===== src/rtl/tpu_seq_ctrl.sv =====
// -----------------------------------------------------------------------------
// tpu_seq_ctrl
// Sequencer for one systolic-array matrix pass. It shares the SRAM port with
// the host. While idle, host writes go straight through to the SRAM. After a
// rising edge on tpu_start_i, the sequencer takes the port and runs one pass:
//   1. Read the weight matrix into the array.
//   2. Read the data matrix into the array.
//   3. Wait for the array skew to drain.
//   4. Write the result matrix back to SRAM.
//
// Optional build macro: TPU_SEQ_CTRL_PERF_EN
//   When defined, perf_cycles_o reports the busy-cycle count of the last pass.
//   When undefined, perf_cycles_o is tied to zero.
//
// Ports
//   clk             clock, rising edge
//   rst_n           asynchronous active-low reset
//   tpu_start_i     start request, rising-edge sensitive
//   host_wr_en_i    host SRAM write strobe
//   host_wr_addr_i  host SRAM write address
//   sram_addr_o     SRAM address (host in IDLE, controller otherwise)
//   sram_we_o       SRAM write enable
//   sram_re_o       SRAM read enable (read data valid one cycle later)
//   w_load_o        array: load weight word (one cycle after its read)
//   a_valid_o       array: data word valid (one cycle after its read)
//   elem_idx_o      element index for w_load_o / a_valid_o / res_rd_en_o
//   res_rd_en_o     array: drive result word elem_idx_o onto SRAM write data
//   busy_o          high in every state except IDLE
//   done_o          one-cycle pulse at the end of a pass
//   host_wr_err_o   one-cycle pulse: a host write was rejected while busy
//   perf_cycles_o   busy-cycle count of the last pass
// -----------------------------------------------------------------------------
module tpu_seq_ctrl #(
  parameter int ARRAY_SIZE  = 4,
  parameter int ADDR_W      = 10,
  parameter int DATA_BASE   = 0,
  parameter int WEIGHT_BASE = 16,
  parameter int RESULT_BASE = 32,
  localparam int IDX_W      = $clog2(ARRAY_SIZE * ARRAY_SIZE)
) (
  input  logic              clk,
  input  logic              rst_n,
  input  logic              tpu_start_i,
  input  logic              host_wr_en_i,
  input  logic [ADDR_W-1:0] host_wr_addr_i,
  output logic [ADDR_W-1:0] sram_addr_o,
  output logic              sram_we_o,
  output logic              sram_re_o,
  output logic              w_load_o,
  output logic              a_valid_o,
  output logic [IDX_W-1:0]  elem_idx_o,
  output logic              res_rd_en_o,
  output logic              busy_o,
  output logic              done_o,
  output logic              host_wr_err_o,
  output logic [31:0]       perf_cycles_o
);

  typedef enum logic [2:0] {
    S_IDLE   = 3'd0,
    S_LOAD_W = 3'd1,
    S_FEED   = 3'd2,
    S_DRAIN  = 3'd3,
    S_WB     = 3'd4,
    S_DONE   = 3'd5
  } state_e;

  localparam logic [IDX_W-1:0]  CNT_ONE     = {{(IDX_W-1){1'b0}}, 1'b1};
  localparam logic [IDX_W-1:0]  CNT_MAT_END = IDX_W'(ARRAY_SIZE * ARRAY_SIZE - 1);
  // The drain window covers the last a_valid beat plus 2N-1 cycles of array skew.
  localparam logic [IDX_W-1:0]  CNT_DRN_END = IDX_W'(2 * ARRAY_SIZE - 1);
  localparam logic [ADDR_W-1:0] W_BASE      = ADDR_W'(WEIGHT_BASE);
  localparam logic [ADDR_W-1:0] D_BASE      = ADDR_W'(DATA_BASE);
  localparam logic [ADDR_W-1:0] R_BASE      = ADDR_W'(RESULT_BASE);

  state_e            state_q, state_d;
  logic [IDX_W-1:0]  cnt_q, cnt_d;
  logic [IDX_W-1:0]  idx_q;
  logic              start_q;
  logic              w_load_q, a_valid_q, err_q;
  logic              start_edge;
  logic [ADDR_W-1:0] sram_addr_c;
  logic              sram_we_c, sram_re_c, res_rd_en_c;

  assign start_edge = tpu_start_i & ~start_q;

  // Next-state and combinational SRAM/array controls.
  always_comb begin
    state_d     = state_q;
    cnt_d       = cnt_q;
    sram_addr_c = {ADDR_W{1'b0}};
    sram_we_c   = 1'b0;
    sram_re_c   = 1'b0;
    res_rd_en_c = 1'b0;
    case (state_q)
      S_IDLE: begin
        // Host owns the port; this is a same-cycle pass-through.
        sram_addr_c = host_wr_addr_i;
        sram_we_c   = host_wr_en_i;
        if (start_edge) begin
          state_d = S_LOAD_W;
          cnt_d   = {IDX_W{1'b0}};
        end else begin
          state_d = S_IDLE;
        end
      end
      S_LOAD_W: begin
        sram_re_c   = 1'b1;
        sram_addr_c = W_BASE + ADDR_W'(cnt_q);
        if (cnt_q == CNT_MAT_END) begin
          state_d = S_FEED;
          cnt_d   = {IDX_W{1'b0}};
        end else begin
          cnt_d = cnt_q + CNT_ONE;
        end
      end
      S_FEED: begin
        sram_re_c   = 1'b1;
        sram_addr_c = D_BASE + ADDR_W'(cnt_q);
        if (cnt_q == CNT_MAT_END) begin
          state_d = S_DRAIN;
          cnt_d   = {IDX_W{1'b0}};
        end else begin
          cnt_d = cnt_q + CNT_ONE;
        end
      end
      S_DRAIN: begin
        if (cnt_q == CNT_DRN_END) begin
          state_d = S_WB;
          cnt_d   = {IDX_W{1'b0}};
        end else begin
          cnt_d = cnt_q + CNT_ONE;
        end
      end
      S_WB: begin
        sram_we_c   = 1'b1;
        res_rd_en_c = 1'b1;
        sram_addr_c = R_BASE + ADDR_W'(cnt_q);
        if (cnt_q == CNT_MAT_END) begin
          state_d = S_DONE;
          cnt_d   = {IDX_W{1'b0}};
        end else begin
          cnt_d = cnt_q + CNT_ONE;
        end
      end
      S_DONE: begin
        state_d = S_IDLE;
      end
      default: begin
        state_d = S_IDLE;
        cnt_d   = {IDX_W{1'b0}};
      end
    endcase
  end

  // State, counter, start-edge history and the delayed array strobes.
  always_ff @(posedge clk or negedge rst_n) begin
    if (!rst_n) begin
      state_q   <= S_IDLE;
      cnt_q     <= {IDX_W{1'b0}};
      start_q   <= 1'b0;
      w_load_q  <= 1'b0;
      a_valid_q <= 1'b0;
      idx_q     <= {IDX_W{1'b0}};
      err_q     <= 1'b0;
    end else begin
      state_q   <= state_d;
      cnt_q     <= cnt_d;
      start_q   <= tpu_start_i;
      // Read data arrives one cycle after sram_re, so the strobes lag the read.
      w_load_q  <= (state_q == S_LOAD_W);
      a_valid_q <= (state_q == S_FEED);
      // Track WB too, so elem_idx keeps the last index once the pass ends.
      if ((state_q == S_LOAD_W) || (state_q == S_FEED) || (state_q == S_WB)) begin
        idx_q <= cnt_q;
      end else begin
        idx_q <= idx_q;
      end
      err_q     <= (state_q != S_IDLE) & host_wr_en_i;
    end
  end

  assign sram_addr_o   = sram_addr_c;
  assign sram_we_o     = sram_we_c;
  assign sram_re_o     = sram_re_c;
  assign res_rd_en_o   = res_rd_en_c;
  assign w_load_o      = w_load_q;
  assign a_valid_o     = a_valid_q;
  // During write-back the index follows the live counter, in step with res_rd_en.
  assign elem_idx_o    = (state_q == S_WB) ? cnt_q : idx_q;
  assign busy_o        = (state_q != S_IDLE);
  assign done_o        = (state_q == S_DONE);
  assign host_wr_err_o = err_q;

`ifdef TPU_SEQ_CTRL_PERF_EN
  logic [31:0] perf_cnt_q, perf_cnt_d, perf_q;

  // Busy-cycle counter: cleared by an accepted start and saturating at all-ones.
  always_comb begin
    perf_cnt_d = perf_cnt_q;
    if (state_q == S_IDLE) begin
      if (start_edge) begin
        perf_cnt_d = 32'd0;
      end else begin
        perf_cnt_d = perf_cnt_q;
      end
    end else if (perf_cnt_q != 32'hFFFF_FFFF) begin
      perf_cnt_d = perf_cnt_q + 32'd1;
    end else begin
      perf_cnt_d = perf_cnt_q;
    end
  end

  // Snapshot in DONE includes the DONE cycle itself, so the next-count value is captured.
  always_ff @(posedge clk or negedge rst_n) begin
    if (!rst_n) begin
      perf_cnt_q <= 32'd0;
      perf_q     <= 32'd0;
    end else begin
      perf_cnt_q <= perf_cnt_d;
      if (state_q == S_DONE) begin
        perf_q <= perf_cnt_d;
      end else begin
        perf_q <= perf_q;
      end
    end
  end

  assign perf_cycles_o = perf_q;
`else
  assign perf_cycles_o = 32'd0;
`endif

endmodule


===== config.mk =====
export PLATFORM = sky130hd
export DESIGN_NAME = tpu_seq_ctrl
export DESIGN_NICKNAME = d
export VERILOG_FILES = /design/src/rtl/tpu_seq_ctrl.sv
export SDC_FILE = /design/constraint.sdc
export NUM_CORES = 1
export LEC_CHECK = 0
export ABC_CLOCK_PERIOD_IN_PS = 1700
export CAP_MARGIN = 20
export CELL_PAD_IN_SITES_DETAIL_PLACEMENT = 2
export CELL_PAD_IN_SITES_GLOBAL_PLACEMENT = 2
export CORE_MARGIN = 2
export CORE_UTILIZATION = 20
export DETAILED_ROUTE_END_ITERATION = 7
export PLACE_DENSITY = 0.84
export REMOVE_ABC_BUFFERS = 1
export SETUP_SLACK_MARGIN = 0.5
export SYNTH_ARGS = -nofsm -noshare
export SYNTH_HDL_FRONTEND = slang
export SYNTH_SLANG_ARGS = --single-unit
export TNS_END_PERCENT = 50

===== constraint.sdc =====
create_clock -name clk -period 1.7 [get_ports clk]
set_input_delay 0.34 -clock clk [delete_from_list [all_inputs] [get_ports clk]]
set_output_delay 0.34 -clock clk [all_outputs]
set_load 0.02 [all_outputs]

# Yosys cells after proc, flatten, opt, wreduce, memory -nomap -nowiden
# Index checks and enable logic that the tools add are counted.
# word_totals
input_bits	14
output_inout_bits	54
ff_bits	15
elab_cells	49
# classes
eq_ne	12
n_addsub	3
muxes	15
bitwise_logic	4
n_reduce_logical	8
# op_table
op	count
one-hot mux 10 bit (4 select lines)	1
two-way mux 4 bit	4
one-hot mux 4 bit (4 select lines)	1
one-hot mux 3 bit (5 select lines)	1
two-way mux 3 bit	4
!= test 2 bit (second input constant)	5
adder 6 x 4 -> 7 bit (first input constant)	1
adder 5 x 4 -> 6 bit (first input constant)	1
equality test 3 x 2 -> 1 bit (second input constant)	2
equality test 3 bit (second input constant)	2
adder 4 x 1 -> 4 bit (second input constant)	1
equality test 4 x 3 -> 1 bit (second input constant)	1
equality test 4 bit (second input constant)	1
AND reduction 4 bit	1
equality test 3 x 1 -> 1 bit (second input constant)	1
logical NOT 3 bit	1
two-way mux 1 bit	3
nonzero test 3 bit	1
OR reduction 3 bit	1
AND 1 bit	2
logical OR 1 bit	2
inverter 1 bit	2
one-hot mux 1 bit (2 select lines)	1
AND reduction 2 bit	1
OR reduction 2 bit	1

# Depth between registers and ports, before layout
# logic_depth
word_depth	4
mapped_depth	6
ltp_nobuf	5

# Worst setup path before layout
# No wires, ideal clock.
# synth_timing
path_type	reg2out
start	register state_q[1]
end	output sram_addr_o[0]
required_ps	1360
slack_ps	121
stages_incl_launch_ff	6
arrival_time_ps	1239
cell_sequence	dfrtp_1 > buf_4 > nor2_2 > nand2_2 > o21ai_2 > a22o_1
# synth_between
elab_chain_len	2
# synth_rtl
item	line_no	text
from (decl)	76	state_e state_q, state_d;
from (signal assigned)	167	state_q <= state_d;
equality test 3 bit, or another cell as far along	95	case (state_q)
one-hot mux 10 bit (4 select lines) (*)	95	
to (decl)	46	output logic [ADDR_W-1:0] sram_addr_o,
# Every way passes the cells marked *; elsewhere a longest branch is shown, timed or not.

# Worst setup path in the final report
# layout_timing
start	register state_q[1]
end	output sram_addr_o[3]
# The elaborated chain is that of the path after synthesis.

==> results.toml <==
[synth]
synthTopCellsByArea = "dfrtp_1 (32%), buf_4 (21%), mux2_1 (4.8%), mux2_2 (4.8%), a22o_1 (3.7%)"
yosysWarnings = 0
synth_ff_type = "dfrtp_1"
avgSynthCellArea_um2 = 9.36
netlist_instances = 125
yosysTopAreaCellShare_pct = 32.1
seq_area_frac_synth_pct = 32.1
ys_types = 38
ys_ff_latch = 15
synth_area_leader_cell = "dfrtp_1"
synth_area_um2 = 1170
async_reset_ff_share_pct = 100
synth_edf_count = 0

[clocking]
clockBufferDepth = 2
worstSkewPairLatency_ps = 250
cts_made_buffers = 3
cts_tree = "built"
cts_root_buf = "clkbuf_8"
clk_pin_slew_worst_paths_ps = 60
clock_sink_count = 15
htree_num_levels = 1

[final_layout]
final_nets = 200
seq_area_um2 = 380
drive_gt1_share_pct = 49.5
diodes = 0
syn_to_final_growth_pct = 61.6
instances_no_fill = 256
multi_input_area_um2 = 741
fin_util_pct = 33.9
postLayoutCellArea_um2 = 1890
fill_cells = 630

[status]
failed_checks = "setup timing"
status = "finished with violations"

[pwr]
sw_frac_of_total_pct = 27.3
power_frac_seq_pct = 46.6
p_sw_mw = 0.211
p_clk_share_pct = 38.1
p_leak_nw = 0.860
comb_power_share_pct = 15.3
p_int_mw = 0.561
power_density_nw_per_um2 = 408
irDropWorstVdd_uv = 226
finalPower_mw = 0.772

[place]
placed_cell_area_um2 = 1590
place_congestion = 0.759
pre_cts_slack_ps = -337
dp.cells = 243
place_hpwl_mm = 2.57
port_buffers = 35

[floorplan]
die_h_um = 80.5
core_area_um2 = 5570
design.portCount = 68
die_area_um2 = 6480
rows = 27
initial_utilization_pct = 21.0
die_w_um = 80.5

[critical_path]
critPathRequiredTime_ps = 1360
ff2ff_path_depth = 9
path_class = "flop to primary output"
worstReg2RegStart = "state_q[1]$_DFFE_PN0P_"
crit_path_max_fanout = 5
crit_arrival_ps = 1480
critPathLaunchType = "flop"
rr_endpoint = "state_q[1]$_DFFE_PN0P_"
cp-end-kind = "primary output"
reg2reg_slack_ps = -60

[detailed_routing]
vias = 1039
wl_mm = 3.73
first_iter_violations = 23
wl_per_cell_um = 14.6
drcViolationCount = 0
drt_pass1_iterations = 4
final_antenna_net_count = 0
viasPerCell = 4.06

[sta]
finClkSkew_ps = 0.637
layout_setup_ws_ps = -123
rsz0062_at_grt = "yes"
holdWs_ps = 426
drv_slew = 0
layout_min_cycle_time_ps = 1820
fmax_mhz = 549
setup_viol = 17
finalCritPeriodShare_pct = 107
hold_violations = 0
fin_setup_tns_ps = -1350

[grt]
grt_usage_pct = 11.5
grt_pass1_wl_mm = 5.53
antenna_found_initial = 0
grt_max_degree = 16
overflow = 0
grt_pass1_vias = 1040

[hold_path]
hold_class = "input port to asynchronous set/reset pin"

[job]
drv_cap = 0
## layout by cell type, fill, tap and decap left out, types with 3 or more instances in the layout
cell type        synthesis  final
conb_1                   1     32
buf_2                    3      6
nand2_1                  7      6
mux2_4                   1      6
a22o_1                   5      5
a21oi_1                  5      4
dfrtp_2                  0      4
and2_4                   0      5
nor2_4                   0      5
mux2_2                   5      3
clkbuf_8                 0      3
buf_4                   33     17
buf_6                    1     26
dfrtp_1                 15     11
clkdlybuf4s50_1          0     13
## worst max path at each step
stage / startpoint / end / slack [ps]
floorplan: state_q[1]$_DFFE_PN0P_ / sram_addr_o[0] / -9
global placement: state_q[1]$_DFFE_PN0P_ / sram_addr_o[3] / -270
detailed placement: state_q[1]$_DFFE_PN0P_ / sram_addr_o[3] / -340
CTS: state_q[0]$_DFFE_PN0P_ / sram_addr_o[6] / -90
global route: state_q[1]$_DFFE_PN0P_ / sram_addr_o[1] / -190
finish: state_q[1]$_DFFE_PN0P_ / sram_addr_o[3] / -120
## power by group through the flow
stage	combinational (mW)	clock, mW	sequential, mW
floorplan	0.0663	0	0.368
global placement	0.113	0	0.366
detailed placement	0.115	0	0.366
CTS	0.115	0.295	0.360
global route	0.128	0.320	0.360
finish	0.118	0.294	0.360
## timing repair
item                       4_1_cts  5_1_grt
setup endpoints to repair       34       34
resized for setup              143       29
pin swaps                       10       13
buffers inserted                 4        4
hold buffers                     0        0
gates cloned                     1        0
## sequential cells by signal, indices dropped and copies added, names as in the netlist
name,flops
a_valid_o,1
cnt_q,4
state_q,3
host_wr_err_o,1
idx_q,4
w_load_o,1
start_q,1
## cells by family after synthesis
kind of cell             after synthesis  share of synthesized area [%]
other                                  1                          0.321
XOR/XNOR                               3                           2.25
AO/OA/AOI/OAI                         21                           13.5
buffers and inverters                 43                           25.3
multiplexers                          11                           10.9
AND/OR/NAND/NOR                       30                           14.5
adder cells (fa/ha/maj)                1                           1.07
flip-flops                            15                           32.1
## final cells by class
class                      count  area share [%]
clock buffer                   4            2.38
sequential                    15            20.1
timing repair buffer          64            32.8
tap                           72            4.77
inverter                       3           0.728
multi-input combinational     98            39.2
## worst max-delay path: stages (launching register included)
cell     delay, ps
dfrtp_2        450
buf_6          140
nor3_4         220
buf_6          150
a22o_1         150
buf_6          120
## cells in the mapped netlist, types with 2 or more instances
library cell,n
nor2_2,2
inv_1,2
nor2_1,4
mux2_1,5
nand2b_1,2
buf_2,3
xnor2_1,2
mux2_2,5
nor3_1,2
nand3_1,2
a21oi_1,5
a22o_1,5
o21a_1,2
buf_4,33
dfrtp_1,15
nand2_1,7
clkbuf_1,3
and2_1,6
## routing by layer
| layer | track usage, % | vias up | wire length (um) |
|---|---|---|---|
| met2 | 20.2 | 52 | 1890 |
| met1 | 13.6 | 505 | 1480 |
| met4 | 5.08 | 0 | 91 |
| li1 | - | 476 | - |
| met3 | 2.02 | 6 | 258 |
| met5 | 0 | - | 0 |
Note: power is estimated with default switching activity, not from simulation.
